### src/rtl/shift_sequencer.sv
// Multi-cycle shift/rotate sequencer: loads a register, then applies 0-7 single-bit steps.
// Define SHIFT_SEQUENCER_ASR_EN to execute op 11 as an arithmetic shift right.
module shift_sequencer #(
    parameter int unsigned WIDTH = 8
) (
    input  logic             clock,
    input  logic             reset,
    input  logic             cmd_valid,
    output logic             cmd_ready,
    input  logic [1:0]       cmd_op,
    input  logic [2:0]       cmd_amount,
    input  logic [WIDTH-1:0] cmd_data,
    output logic [WIDTH-1:0] q,
    output logic             busy,
    output logic             done,
    output logic             err
);

    localparam int unsigned OP_W  = 2;
    localparam int unsigned CNT_W = 3;

    localparam logic [OP_W-1:0] OP_LOAD = 2'b00;
    localparam logic [OP_W-1:0] OP_ROL  = 2'b01;
    localparam logic [OP_W-1:0] OP_ROR  = 2'b10;
    localparam logic [OP_W-1:0] OP_ASR  = 2'b11;

`ifdef SHIFT_SEQUENCER_ASR_EN
    localparam logic ASR_EN = 1'b1;
`else
    localparam logic ASR_EN = 1'b0;
`endif

    typedef enum logic [1:0] {
        IDLE  = 2'd0,
        SHIFT = 2'd1,
        DONE  = 2'd2
    } state_t;

    state_t             state_q, state_d;
    logic [WIDTH-1:0]   q_d;
    logic [WIDTH-1:0]   step_val;
    logic [CNT_W-1:0]   cnt_q, cnt_d;
    logic [OP_W-1:0]    op_q, op_d;
    logic               busy_d, done_d, err_d;
    logic               accept;
    logic               unsupported;

    assign cmd_ready   = (state_q == IDLE) && !reset;
    assign accept      = cmd_valid && cmd_ready;
    assign unsupported = (cmd_op == OP_ASR) && !ASR_EN;

    // One single-bit step of the latched operation
    always_comb begin
        step_val = q;
        case (op_q)
            OP_ROL:  step_val = {q[WIDTH-2:0], q[WIDTH-1]};
            OP_ROR:  step_val = {q[0], q[WIDTH-1:1]};
            OP_ASR:  step_val = {q[WIDTH-1], q[WIDTH-1:1]};
            default: step_val = q;
        endcase
    end

    // Next-state and registered-output logic
    always_comb begin
        state_d = state_q;
        q_d     = q;
        cnt_d   = cnt_q;
        op_d    = op_q;
        err_d   = 1'b0;
        case (state_q)
            IDLE: begin
                if (accept) begin
                    q_d   = cmd_data;
                    op_d  = cmd_op;
                    cnt_d = cmd_amount;
                    if ((cmd_op == OP_LOAD) || (cmd_amount == CNT_W'(0)) || unsupported) begin
                        state_d = DONE;
                        err_d   = unsupported;
                    end else begin
                        state_d = SHIFT;
                    end
                end
            end
            SHIFT: begin
                q_d   = step_val;
                cnt_d = cnt_q - CNT_W'(1);
                if (cnt_q == CNT_W'(1)) begin
                    state_d = DONE;
                end
            end
            DONE: begin
                state_d = IDLE;
            end
            default: begin
                state_d = IDLE;
            end
        endcase
        busy_d = (state_d != IDLE);
        done_d = (state_d == DONE);
    end

    always_ff @(posedge clock) begin
        if (reset) begin
            state_q <= IDLE;
            q       <= '0;
            cnt_q   <= '0;
            op_q    <= '0;
            busy    <= 1'b0;
            done    <= 1'b0;
            err     <= 1'b0;
        end else begin
            state_q <= state_d;
            q       <= q_d;
            cnt_q   <= cnt_d;
            op_q    <= op_d;
            busy    <= busy_d;
            done    <= done_d;
            err     <= err_d;
        end
    end

endmodule

### config.mk
export PLATFORM = sky130hd
export DESIGN_NAME = shift_sequencer
export DESIGN_NICKNAME = d
export VERILOG_FILES = /design/src/rtl/shift_sequencer.sv
export SDC_FILE = /design/constraint.sdc
export NUM_CORES = 1
export LEC_CHECK = 0
export CAP_MARGIN = 25
export CORE_AREA = 2 2 51 53
export DETAILED_ROUTE_END_ITERATION = 8
export DIE_AREA = 0 0 53 55
export MAX_ROUTING_LAYER = met4
export PLACE_DENSITY = 0.72
export SKIP_CTS_REPAIR_TIMING = 1
export SLEW_MARGIN = 20
export SYNTH_ARGS = -nofsm -noshare
export SYNTH_HDL_FRONTEND = slang
export SYNTH_SLANG_ARGS = --single-unit
export TNS_END_PERCENT = 100
### constraint.sdc
create_clock -name clock -period 1.5 [get_ports clock]
set_input_delay 0.15 -clock clock [delete_from_list [all_inputs] [get_ports clock]]
set_output_delay 0.15 -clock clock [all_outputs]
set_load 0.02 [all_outputs]
==> metrics.md <==
| Metric | Value |
|---|---|
| Status | `completed` |
| CTS Sinks | `18` |
| Die W | `53 um` |
| Most instantiated cells after synthesis | `dfxtp_1, a21oi_1, nor2_1` |
| Synth top area share | `38.3%` |
| Largest family of logic cells by synthesized area | `compound AO/OA/AOI/OAI gates` |
| Area grow syn2layout | `53.2%` |
| Worst reg2reg setup slack | `0.03 ns` |
| Final period utilization | `98.0%` |
| M1 GR Usage | `17.5%` |
| Final nets | `168` |
| Max-slew violation count | `0` |
| Post-synthesis async set-or-reset flop share | `0%` |
| Mapped Cells | `107` |
| Unrepaired setup endpoints after global routing | `yes` |
| Top cells by area, synth | `dfxtp_1, mux2i_1, a21oi_1` |
| DRC Markers | `0` |
| CTS buffer count | `3` |
| Combinational power share | `30.6%` |
| Per-cell routed wire length | `12.4 um` |
| Tot GR Track Use | `16.1%` |
| Die area | `2920 um2` |
| Hold Crit Class | `flip-flop to flip-flop` |
| Via count | `898` |
| Post-synthesis sequential area ratio | `38.3%` |
| Most numerous cell in the Yosys netlist | `dfxtp_1` |
| Yosys cell types | `30` |
| Grt total ovfl | `0` |
| Worst path required time | `1.69 ns` |
| Core area | `2360 um2` |
| Sw Share | `29.6%` |
| Syn_nets | `127` |
| Post-synth EDFFs | `0` |
| Hold depth | `2` |
| Setup TNS | `0 ns` |
| Pwr Density | `790 nW/um2` |
| Sequential share of power | `49.1%` |
| Initial DRT Pass Iterations | `4` |
| Initial detailed-routing violation count | `12` |
| Maximum VDD drop | `0.438 mV` |
| Dpl cell area | `1320 um2` |
| Yosys warns | `0` |
| Crit Reg-Reg Startpoint | `op_q[0]$_SDFFE_PP0P_` |
| GRT busiest layer | `met2` |
| Vias in the first global route | `814` |
| Std-Cell Rows | `18` |
| Met3 Track Usage GR | `1.61%` |
| Complex-gate fraction of the synthesized area | `25.4%` |
| Clock network power share | `20.3%` |
| Syn Area/Cell | `8.79 um2` |
| #FFs+latches synth | `18` |
| Cell Area, Synth | `941 um2` |
| R2R depth | `7` |
| Adder-Cell Fraction of Synth Area | `5.32%` |
| Cell area after layout | `1440 um2` |
| Area leader, netlist | `dfxtp_1` |
| Simple-gate share of the synthesized area | `16.6%` |
| Drt total wl | `2.18 mm` |
| Non-Filler Instances | `176` |
| NetSw | `337 uW` |
| Setup ws final | `0.0301 ns` |
| Vias per cell | `5.10` |
| TritonCTS clock tree | `done` |
| Crit path DAT | `1.66 ns` |
| Hold Vio Cnt, Final | `0` |
| Final Setup Violations | `0` |
| Placed cell count | `170` |
| Reg2reg end | `q[3]$_SDFFE_PP0P_` |
| Max clock buf depth | `2` |
| IO Pins | `28` |
| Hold EP | `cnt_q[2]$_SDFFE_PP0P_` |
| Port-buffer cells | `27` |
| Met2 Track Usage GR | `30.2%` |
| FMAX | `680 MHz` |
| Skew final | `0.00170 ns` |
| Multi-input logic area | `573 um2` |
| Worst hold slack | `0.462 ns` |
| Period minus WS final | `1.47 ns` |
| XOR/XNOR Fraction of Synth Area | `0.931%` |
| First-pass GRT wire length | `3.38 mm` |
| HPWL Detailed | `1.65 mm` |
| Share of cells above drive strength 1 | `22.6%` |
| Clk slew on worst S/H paths | `0.10 ns` |
| Pre-CTS setup slack | `-0.0945 ns` |
| Worst skew pair latency | `0.28 ns` |
| HP Start | `cnt_q[2]$_SDFFE_PP0P_` |
| Initial antenna violation count | `0` |
| Largest net degree at the start of global routing | `16` |
| Worst slew pin tran | `0.300 ns` |
| Startpoint Class | `flip-flop` |
| Die span in y | `55 um` |
| Antenna diodes | `0` |
| Post-route ant nets | `0` |
| Root buf cell | `clkbuf_4` |
| Crit. End Element | `flip-flop` |
| Setup CP Type | `flip-flop to flip-flop` |
| H-tree levels | `1` |
| LEAKAGE | `0.696 nW` |
| Maxcap violations | `0` |
| Mux share of post-synthesis cell area | `7.45%` |
| Final GP Congestion | `0.743` |
| Internal power | `802 uW` |
| Fill count | `200` |
| Top_reg_cell synth | `dfxtp_1` |
| Max transition margin | `79.8%` |
| CP Max Fanout | `5` |
| Register area | `367 um2` |
| Initial Util | `39.8%` |
==> cells by family after synthesis <==
group	after synthesis
AND/OR/NAND/NOR	29
flip-flops	18
XOR/XNOR	1
buffers and inverters	13
AO/OA/AOI/OAI	35
adder cells (fa/ha/maj)	4
multiplexers	7
==> how the worst max path moves through the flow <==
stage                           from                end
2_1_floorplan   op_q[0]$_SDFFE_PP0P_  q[0]$_SDFFE_PP0P_
6_report        op_q[0]$_SDFFE_PP0P_  q[3]$_SDFFE_PP0P_
3_3_place_gp                   reset          cmd_ready
3_5_place_dp                   reset          cmd_ready
5_1_grt         op_q[0]$_SDFFE_PP0P_  q[3]$_SDFFE_PP0P_
4_1_cts        state_q[0]$_SDFF_PP0_          cmd_ready
==> layout make-up <==
cell class	count	share of cell area, %
tap	30	2.60
inverter	8	2.08
timing repair buffer	41	28.6
sequential	18	25.4
multi-input combinational	76	39.8
clock buffer	3	1.56
==> placed cells by master (no fill, tap or decap), types with 3 or more instances in the layout <==
master	count
clkbuf_4	3
inv_1	7
o21ai_0	3
nor3_1	4
dlymetal6s2s_1	8
mux2i_1	5
dfxtp_1	15
nand2_1	4
a22o_1	7
buf_4	12
a21oi_1	13
nor2_1	12
clkdlybuf4s50_1	19
==> flip-flops by register name, indices dropped and copies added, names as in the netlist <==
register	count
busy	1
done	1
state_q	2
op_q	2
q	8
cnt_q	3
err	1
==> power by group through the flow <==
stage / combinational (mW) / clock (mW) / sequential [mW]
2_1_floorplan: 0.158 / 0 / 0.585
3_3_place_gp: 0.327 / 0 / 0.565
3_5_place_dp: 0.334 / 0 / 0.566
4_1_cts: 0.336 / 0.244 / 0.555
5_1_grt: 0.381 / 0.259 / 0.566
6_report: 0.348 / 0.232 / 0.559
==> critical path: stages (launching register included) <==
cell and delay [ns]:
dfxtp_2 0.38, inv_2 0.06, ha_4 0.16, nor2_4 0.17, buf_12 0.14, mux2i_2 0.19, a21oi_1 0.08, a22o_1 0.18
==> per-layer routing <==
layer  vias to the layer above  part of all wire (%)
li1                        462                     -
met1                       410                    43
met2                        24                    51
met3                         2                   5.6
met4                         0                  0.78
met5                         -                     0
==> metrics by stage <==
stage | util, % | total power [mW]
5_1_grt | 61.0 | 1.21
4_1_cts | 56.9 | 1.14
3_3_place_gp | 55.9 | 0.892
6_report | 61.0 | 1.14
2_1_floorplan | - | 0.743
3_5_place_dp | 55.9 | 0.900
Note: power is estimated with default switching activity, not from simulation.
==> edit: new RTL, same flow settings <==
The parameter `WIDTH` goes from 8 to 6.
--- a/src/rtl/shift_sequencer.sv
+++ b/src/rtl/shift_sequencer.sv
@@ -2,5 +2,5 @@
 // Define SHIFT_SEQUENCER_ASR_EN to execute op 11 as an arithmetic shift right.
 module shift_sequencer #(
-    parameter int unsigned WIDTH = 8
+    parameter int unsigned WIDTH = 6
 ) (
     input  logic             clock,
Ports: changed (resized cmd_data and q); port bits go from 28 to 24. The function was not compared with the original's and may differ.
==> edit against the original RTL <==
- the flow now finishes with violations (setup timing)
- hold slack improved by 0.019 ns
- power decreased by 4.5%
- via count decreased by 3.7%
- highest routed layer unchanged
- worst setup slack got worse by 0.084 ns
- clock power decreased by 5%
- wire length decreased by 1.2%
- sequential power decreased by 8.8%
- fmax decreased by 5.4%
- critical path depth decreased by 2
- design area decreased by 6.2%
- sequential cell count decreased by 2
- area after synthesis decreased by 1.5%
==> edit: results (changes against the original RTL) <==
* Synth cell count leaders: sky130_fd_sc_hd__dfxtp_1, sky130_fd_sc_hd__inv_1, sky130_fd_sc_hd__nand2b_1
* Number of I/O port buffers at 23 (-15%)
* Total routed wire length on the met1 layer at 1.019 mm (+9.6%)
* Distinct cells, synth at 37 (+23%)
* Setup WS post-layout at -0.05385 ns (-0.08400 ns)
* Detailed router's first-iteration violation count at 7 (-5)
* Maximum number of pins on one net before global-route repair at 11 (-5)
* Maximum ir drop on the vdd rail at 0.4978 mV (+14%)
* Max Clock Skew at 0.003274 ns (+0.001577 ns)
* Via count at 865 (-3.7%)
* Top cells by area in the synthesized netlist: sky130_fd_sc_hd__dfxtp_1, sky130_fd_sc_hd__a32o_1, sky130_fd_sc_hd__ha_1, sky130_fd_sc_hd__nand2b_1, sky130_fd_sc_hd__a211o_1
* Fraction of layout instances using a drive strength above 1 at 0.2500 (+0.02397)
* Met3 routed wirelength at 85 um (-30%)
* Global-route wire length before repair at 3.691 mm (+9.2%)
* Sequential element share of the synthesized area at 0.3455 (-0.03750)
* Number of buffers created by CTS at 3 (unchanged)
* Filler cell count at 221 (+11%)
* Global-route met1 utilization at 0.2109 (+0.03624)
* Number of nets produced by synthesis at 116 (-8.7%)
* Routability cong. at 0.8072 (+8.6%)
* Global-route usage over all layers at 0.1760 (+0.01536)
* HPWL reported at the end of detailed placement at 1.614 mm (-2.4%)
* Aggregate routed wire length at 2.150 mm (-1.2%)
* Leakage power at 0.5606 nW (-19%)
* Data arrival time of the critical path at 1.73 ns (+0.07 ns)
* Amount of wire on met2 after detailed routing at 1.037 mm (-6.3%)
* Met3 GRT Util at 0.02688 (+0.01075)
* NumNets Final at 152 (-9.5%)
* Diode count at 0 (unchanged)
* Met2 usage in global routing at 0.3021 (unchanged)
* Run status: complete, but fails checks
* Failing checks: setup timing
* Leading registers by flop count: q (6), cnt_q (3)
* Number of endpoints failing setup at the final stage at 5 (+5)
[edit: cell families after synthesis]
group,synth area share
AND/OR/NAND/NOR,0.2321
flip-flops,0.3455
multiplexers,0.02159
XOR/XNOR,0.009448
AO/OA/AOI/OAI,0.2699
buffers and inverters,0.06748
adder cells (fa/ha/maj),0.05398
[edit: report_power, final]
part	switching, mW	total, mW	internal, mW
Combinational	0.160	0.358	0.198
Clock	0.127	0.220	0.0930
Sequential	0.0439	0.510	0.466
[edit: path summary, 6_finish.rpt]
check,to,cells after the start,slack (ns),startpoint
hold reg to reg,cnt_q[1],2,0.48,cnt_q[1]
setup reg to reg,q[1],5,-0.05,op_q[0]
setup / recovery,q[1],5,-0.05,op_q[0]
hold / removal,cnt_q[1],2,0.48,cnt_q[1]
[edit: cell type report]
type	instances	share of cell area
inverters	7	0.01943
clock buffers	3	0.01665
well taps	30	0.02775
repair buffers	38	0.2618
multi-input cells	68	0.4339
flip-flops and latches	16	0.2405
[edit: metrics by stage]
stage          setup TNS (ns)  hold slack, ns  cell area (um2)  std cells    util
2_1_floorplan        -0.01341          0.2959            929.6         98       -
3_3_place_gp          -0.6373          0.4642             1259        157  0.5323
3_5_place_dp          -0.7884          0.4675             1259        157  0.5323
4_1_cts               -0.9288          0.4802             1281        160  0.5418
5_1_grt               -0.5677          0.5223             1353        162  0.5720
6_report              -0.2082          0.4810             1353        162  0.5720
[edit: critical path, cell delays in order, from the launching register on]
cell and delay, ns:
sky130_fd_sc_hd__dfxtp_2 0.36, sky130_fd_sc_hd__inv_2 0.05, sky130_fd_sc_hd__ha_4 0.21, sky130_fd_sc_hd__and3b_2 0.24, sky130_fd_sc_hd__o31a_1 0.36, sky130_fd_sc_hd__a32o_1 0.24
